--- config.mk ---
export PLATFORM = sky130hd
export DESIGN_NAME = mem_bus_arbiter
export DESIGN_NICKNAME = d
export VERILOG_FILES = /design/src/rtl/mem_bus_arbiter.sv
export SDC_FILE = /design/constraint.sdc
export NUM_CORES = 1
export LEC_CHECK = 0
export ABC_AREA = 0
export CAP_MARGIN = 40
export CORE_AREA = 4 4 41 43
export DETAILED_ROUTE_END_ITERATION = 6
export DIE_AREA = 0 0 45 47
export PLACE_DENSITY = 0.81
export SYNTH_ARGS = -nofsm -noshare
export SYNTH_HDL_FRONTEND = slang
export SYNTH_SLANG_ARGS = --single-unit
--- constraint.sdc ---
create_clock -name clk -period 4.41 [get_ports clk]
set_input_delay 0.441 -clock clk [delete_from_list [all_inputs] [get_ports clk]]
set_output_delay 0.441 -clock clk [all_outputs]
set_load 0.1 [all_outputs]
--- src/rtl/mem_bus_arbiter.sv ---
// Round-robin owner arbiter for a shared tri-state data bus, with a one-cycle turnaround between owners.
// Optional forced-release watchdog compiled in with `define MEM_ARB_TIMEOUT_EN.
module mem_bus_arbiter #(
   parameter int NUM_MASTERS = 4,
   parameter int TIMEOUT     = 256,
   parameter int IDX_W       = $clog2(NUM_MASTERS)
) (
   input  logic                   clk,
   input  logic                   rst_n,
   input  logic [NUM_MASTERS-1:0] req,
   output logic [NUM_MASTERS-1:0] gnt,
   output logic [NUM_MASTERS-1:0] drv_en,
   output logic                   busy,
   output logic [IDX_W-1:0]       owner,
   output logic                   timeout
);

   typedef enum logic [1:0] {
      ST_IDLE,
      ST_OWN,
      ST_TURN
   } state_t;

   if (NUM_MASTERS < 2 || NUM_MASTERS > 8) begin : g_bad_num
      $error("mem_bus_arbiter: NUM_MASTERS out of range 2..8");
   end
   if (TIMEOUT < 2 || TIMEOUT > 65535) begin : g_bad_timeout
      $error("mem_bus_arbiter: TIMEOUT out of range 2..65535");
   end

   state_t                 state_q, state_d;
   logic [NUM_MASTERS-1:0] gnt_q, gnt_d;
   logic [NUM_MASTERS-1:0] drv_en_q, drv_en_d;
   logic                   busy_q, busy_d;
   logic [IDX_W-1:0]       owner_q, owner_d;
   logic [IDX_W-1:0]       ptr_q, ptr_d;
   logic                   found;
   logic [IDX_W-1:0]       winner;
   logic                   force_rel;

   // First set request searching upward from ptr+1, wrapping modulo NUM_MASTERS.
   always_comb begin
      logic [IDX_W-1:0] idx;
      found  = 1'b0;
      winner = '0;
      for (int i = 1; i <= NUM_MASTERS; i++) begin
         idx = IDX_W'((int'(ptr_q) + i) % NUM_MASTERS);
         if (!found && req[idx]) begin
            found  = 1'b1;
            winner = idx;
         end
      end
   end

`ifdef MEM_ARB_TIMEOUT_EN
   logic [15:0] cnt_q, cnt_d;
   logic        timeout_q, timeout_d;

   assign force_rel = (cnt_q == 16'(TIMEOUT - 1));
   assign timeout   = timeout_q;
`else
   assign force_rel = 1'b0;
   assign timeout   = 1'b0;
`endif

   always_comb begin
      state_d  = state_q;
      gnt_d    = gnt_q;
      drv_en_d = drv_en_q;
      busy_d   = busy_q;
      owner_d  = owner_q;
      ptr_d    = ptr_q;
`ifdef MEM_ARB_TIMEOUT_EN
      cnt_d     = cnt_q;
      timeout_d = 1'b0;
`endif
      case (state_q)
         ST_IDLE, ST_TURN: begin
            if (found) begin
               state_d  = ST_OWN;
               gnt_d    = NUM_MASTERS'(1) << winner;
               drv_en_d = NUM_MASTERS'(1) << winner;
               busy_d   = 1'b1;
               owner_d  = winner;
`ifdef MEM_ARB_TIMEOUT_EN
               cnt_d    = '0;
`endif
            end else begin
               state_d  = ST_IDLE;
               gnt_d    = '0;
               drv_en_d = '0;
               busy_d   = 1'b0;
            end
         end
         ST_OWN: begin
            // A voluntary release and a forced one both pass through TURN.
            if (!req[owner_q] || force_rel) begin
               state_d  = ST_TURN;
               gnt_d    = '0;
               drv_en_d = '0;
               busy_d   = 1'b0;
               ptr_d    = owner_q;
`ifdef MEM_ARB_TIMEOUT_EN
               timeout_d = req[owner_q];
`endif
            end else begin
`ifdef MEM_ARB_TIMEOUT_EN
               cnt_d = cnt_q + 16'd1;
`endif
            end
         end
         default: begin
            state_d  = ST_IDLE;
            gnt_d    = '0;
            drv_en_d = '0;
            busy_d   = 1'b0;
         end
      endcase
   end

   always_ff @(posedge clk or negedge rst_n) begin
      if (!rst_n) begin
         state_q   <= ST_IDLE;
         gnt_q     <= '0;
         drv_en_q  <= '0;
         busy_q    <= 1'b0;
         owner_q   <= '0;
         ptr_q     <= IDX_W'(NUM_MASTERS - 1);
`ifdef MEM_ARB_TIMEOUT_EN
         cnt_q     <= '0;
         timeout_q <= 1'b0;
`endif
      end else begin
         state_q   <= state_d;
         gnt_q     <= gnt_d;
         drv_en_q  <= drv_en_d;
         busy_q    <= busy_d;
         owner_q   <= owner_d;
         ptr_q     <= ptr_d;
`ifdef MEM_ARB_TIMEOUT_EN
         cnt_q     <= cnt_d;
         timeout_q <= timeout_d;
`endif
      end
   end

   assign gnt    = gnt_q;
   assign drv_en = drv_en_q;
   assign busy   = busy_q;
   assign owner  = owner_q;

endmodule

==> flow_metrics.py <==
metrics = {
    "run_status": {
        "outcome": "finished clean",
    },
    "clock_tree": {
        "cts_made_buffers": 3,
        "cts_tree": "done",
        "cts.repair.resized": 0,
        "ctsHoldBuffers": 0,
        "cts.htree.levels": 1,
        "clock-sinks": 11,
        "cts-root-buf": "clkbuf_4",
        "cts_buffer_depth": 2,
        "cts_setup_buffers": 0,
        "clk_pin_slew_ps": 60,
        "clkLatencyLatePin_ps": 280,
    },
    "setup_path": {
        "crit_chain": "clkdlybuf4s50_1, mux4_2, nor3b_2, mux2_2",
        "required_ps": 4610,
        "crit_type": "in -> reg",
        "critPathMaxStageDelay_ps": 530,
        "cp_max_fo": 6,
        "end_kind": "flip-flop",
        "cpMaxStageDelayCell": "mux4_2",
        "worstPathArrival_ps": 2120,
        "critPathLaunchType": "input port",
    },
    "synthesis": {
        "synth_area_um2": 552,
        "synth_cell_type_count": 26,
        "synthMuxAreaShare": 0.0998,
        "synth_top_area_frac": 0.408,
        "post-synth-top-area-cell": "dfrtp_1",
        "synth.net_count": 56,
        "synth_cells": 50,
        "synthAdderAreaFrac": 0,
        "synth_compound_area_frac": 0.145,
        "synth-seq-cells": 11,
        "synth_top_family_by_area": "simple AND/OR/NAND/NOR gates",
        "yosys-top-cells-area": "dfrtp_1 41%, dfstp_2 9.5%, buf_4 6.8%",
        "synth_xor_area_frac": 0,
        "synth_simple_gate_area_share": 0.168,
        "syn_avg_cell_area_um2": 11.0,
        "yosys_warnings": 0,
        "yosysSeqAreaShare": 0.503,
    },
    "grt": {
        "grt.busiest_layer": "met2",
        "grt_pass1_wl_mm": 2.04,
        "use_met1": 0.144,
        "antenna_found_initial": 0,
        "grt_pass1_vias": 459,
        "grt_max_degree": 12,
        "use_met3": 0.0728,
        "grt_use_total": 0.142,
        "grt_overflow_total": 0,
        "grt_use_met2": 0.240,
    },
    "sta": {
        "clock_skew_ps": 8.12,
        "fin_setup_tns_ps": 0,
        "period_needed_ps": 1920,
        "fmax_mhz": 521,
        "slew_violations": 0,
        "relSlewSlack": 0.620,
        "tightest_slew_ps": 565,
        "rsz0062_at_grt": "false",
        "timing.final.crit_share": 0.435,
        "final_hold_viol_count": 0,
        "setup_viol": 0,
    },
    "job": {
        "maxCapViolCount": 0,
    },
    "detailed_routing": {
        "drt_iter0_drc": 12,
        "via_per_inst": 5.48,
        "ant_nets": 0,
        "finalWirelength_mm": 1.26,
        "vias": 493,
        "wl_per_cell_um": 14.0,
        "drcViolationCount": 0,
        "dr.pass1.iters": 4,
    },
    "cells_and_area": {
        "antenna_cells": 0,
        "layout_common_cells": "16 x clkdlybuf4s50_1, 11 x buf_8, 9 x dfrtp_1",
        "syn_to_final_growth_pct": 59.4,
        "layout_commonest_cell": "clkdlybuf4s50_1",
        "drive_above_1_share": 0.280,
        "nets": 82,
        "fillers": 102,
    },
    "placed_design": {
        "hpwl_mm": 1.01,
        "io_buffers": 16,
        "gp_routability_congestion": 0.800,
    },
    "floorplanning": {
        "io_pins": 18,
        "die_x_um": 45,
        "initial_core_util": 0.424,
        "dieArea_um2": 2120,
        "rows": 13,
        "core_area_um2": 1300,
        "die_y_um": 47,
    },
    "worst_hold_path": {
        "worst_hold_path_type": "reg -> reg",
    },
}
-- worst max-delay path, delay by kind of cell --
family | cells | cell delay, ps
multiplexers | 2 | 900
AND/OR/NAND/NOR | 1 | 260
buffers and inverters | 1 | 510
-- logic make-up (layout without fill, tap and decap cells) --
kind of cell	count (synthesis)	in the layout
other	1	1
flip-flops	11	11
AO/OA/AOI/OAI	11	11
buffers and inverters	6	31
multiplexers	4	4
AND/OR/NAND/NOR	17	17
-- flip-flops by register name, indices dropped and copies added, names as in the netlist --
| signal | flops |
|---|---|
| drv_en | 4 |
| state_q | 2 |
| ptr_q | 2 |
| owner | 2 |
| busy | 1 |
-- cell usage after synthesis --
cell type / number
nand3b_1: 1
dfrtp_1: 9
conb_1: 1
a32o_1: 1
nand2_1: 6
nor2b_1: 1
and3b_1: 1
a31oi_1: 1
mux2i_1: 1
nor4_1: 1
a21o_1: 2
mux2_2: 2
nor3_1: 1
nand2b_1: 1
a22o_1: 1
mux4_2: 1
buf_4: 5
o221a_2: 1
or2_1: 1
a21oi_1: 2
nor3b_2: 1
buf_2: 1
dfstp_2: 2
o41ai_1: 1
nor2_1: 3
o21ai_0: 2
-- per-layer routing --
metal,part of all wire,vias to the layer above
met4,0.017,0
met5,0,-
li1,-,224
met2,0.54,20
met3,0.072,4
met1,0.37,245
-- cell type report --
class / count / area [um^2] / share of cell area
sequential: 11 / 278 / 0.316
clock buffer: 4 / 26.3 / 0.0299
timing repair buffer: 27 / 325 / 0.370
multi-input combinational: 33 / 231 / 0.263
tap: 15 / 18.8 / 0.0213
-- worst paths after layout --
kind | startpoint | to | slack (ps) | cells after the start
min in group asynchronous | rst_n | drv_en[2] | 480 | 1
setup reg to reg | owner[0] | ptr_q[0] | 2760 | 3
setup / recovery | req[3] | ptr_q[0] | 2490 | 4
max in group asynchronous | rst_n | ptr_q[0] | 3570 | 1
hold / removal | state_q[1] | state_q[1] | 450 | 1
hold reg to reg | state_q[1] | state_q[1] | 450 | 1
-- per-stage QoR --
stage	worst slack (ps)	instances	util	hold slack, ps	instance area, um^2
after global routing	2420	90	0.676	477	880
after detailed placement	2220	86	0.656	445	853
after CTS	2510	90	0.676	453	880
after floorplan	2190	50	-	145	552
final	2490	90	0.676	452	880
after global placement	2250	75	0.529	442	688
Power is left out: the tool's default activity adds up to more than one toggle a clock period on the data nets, which glitch-free logic cannot reach.
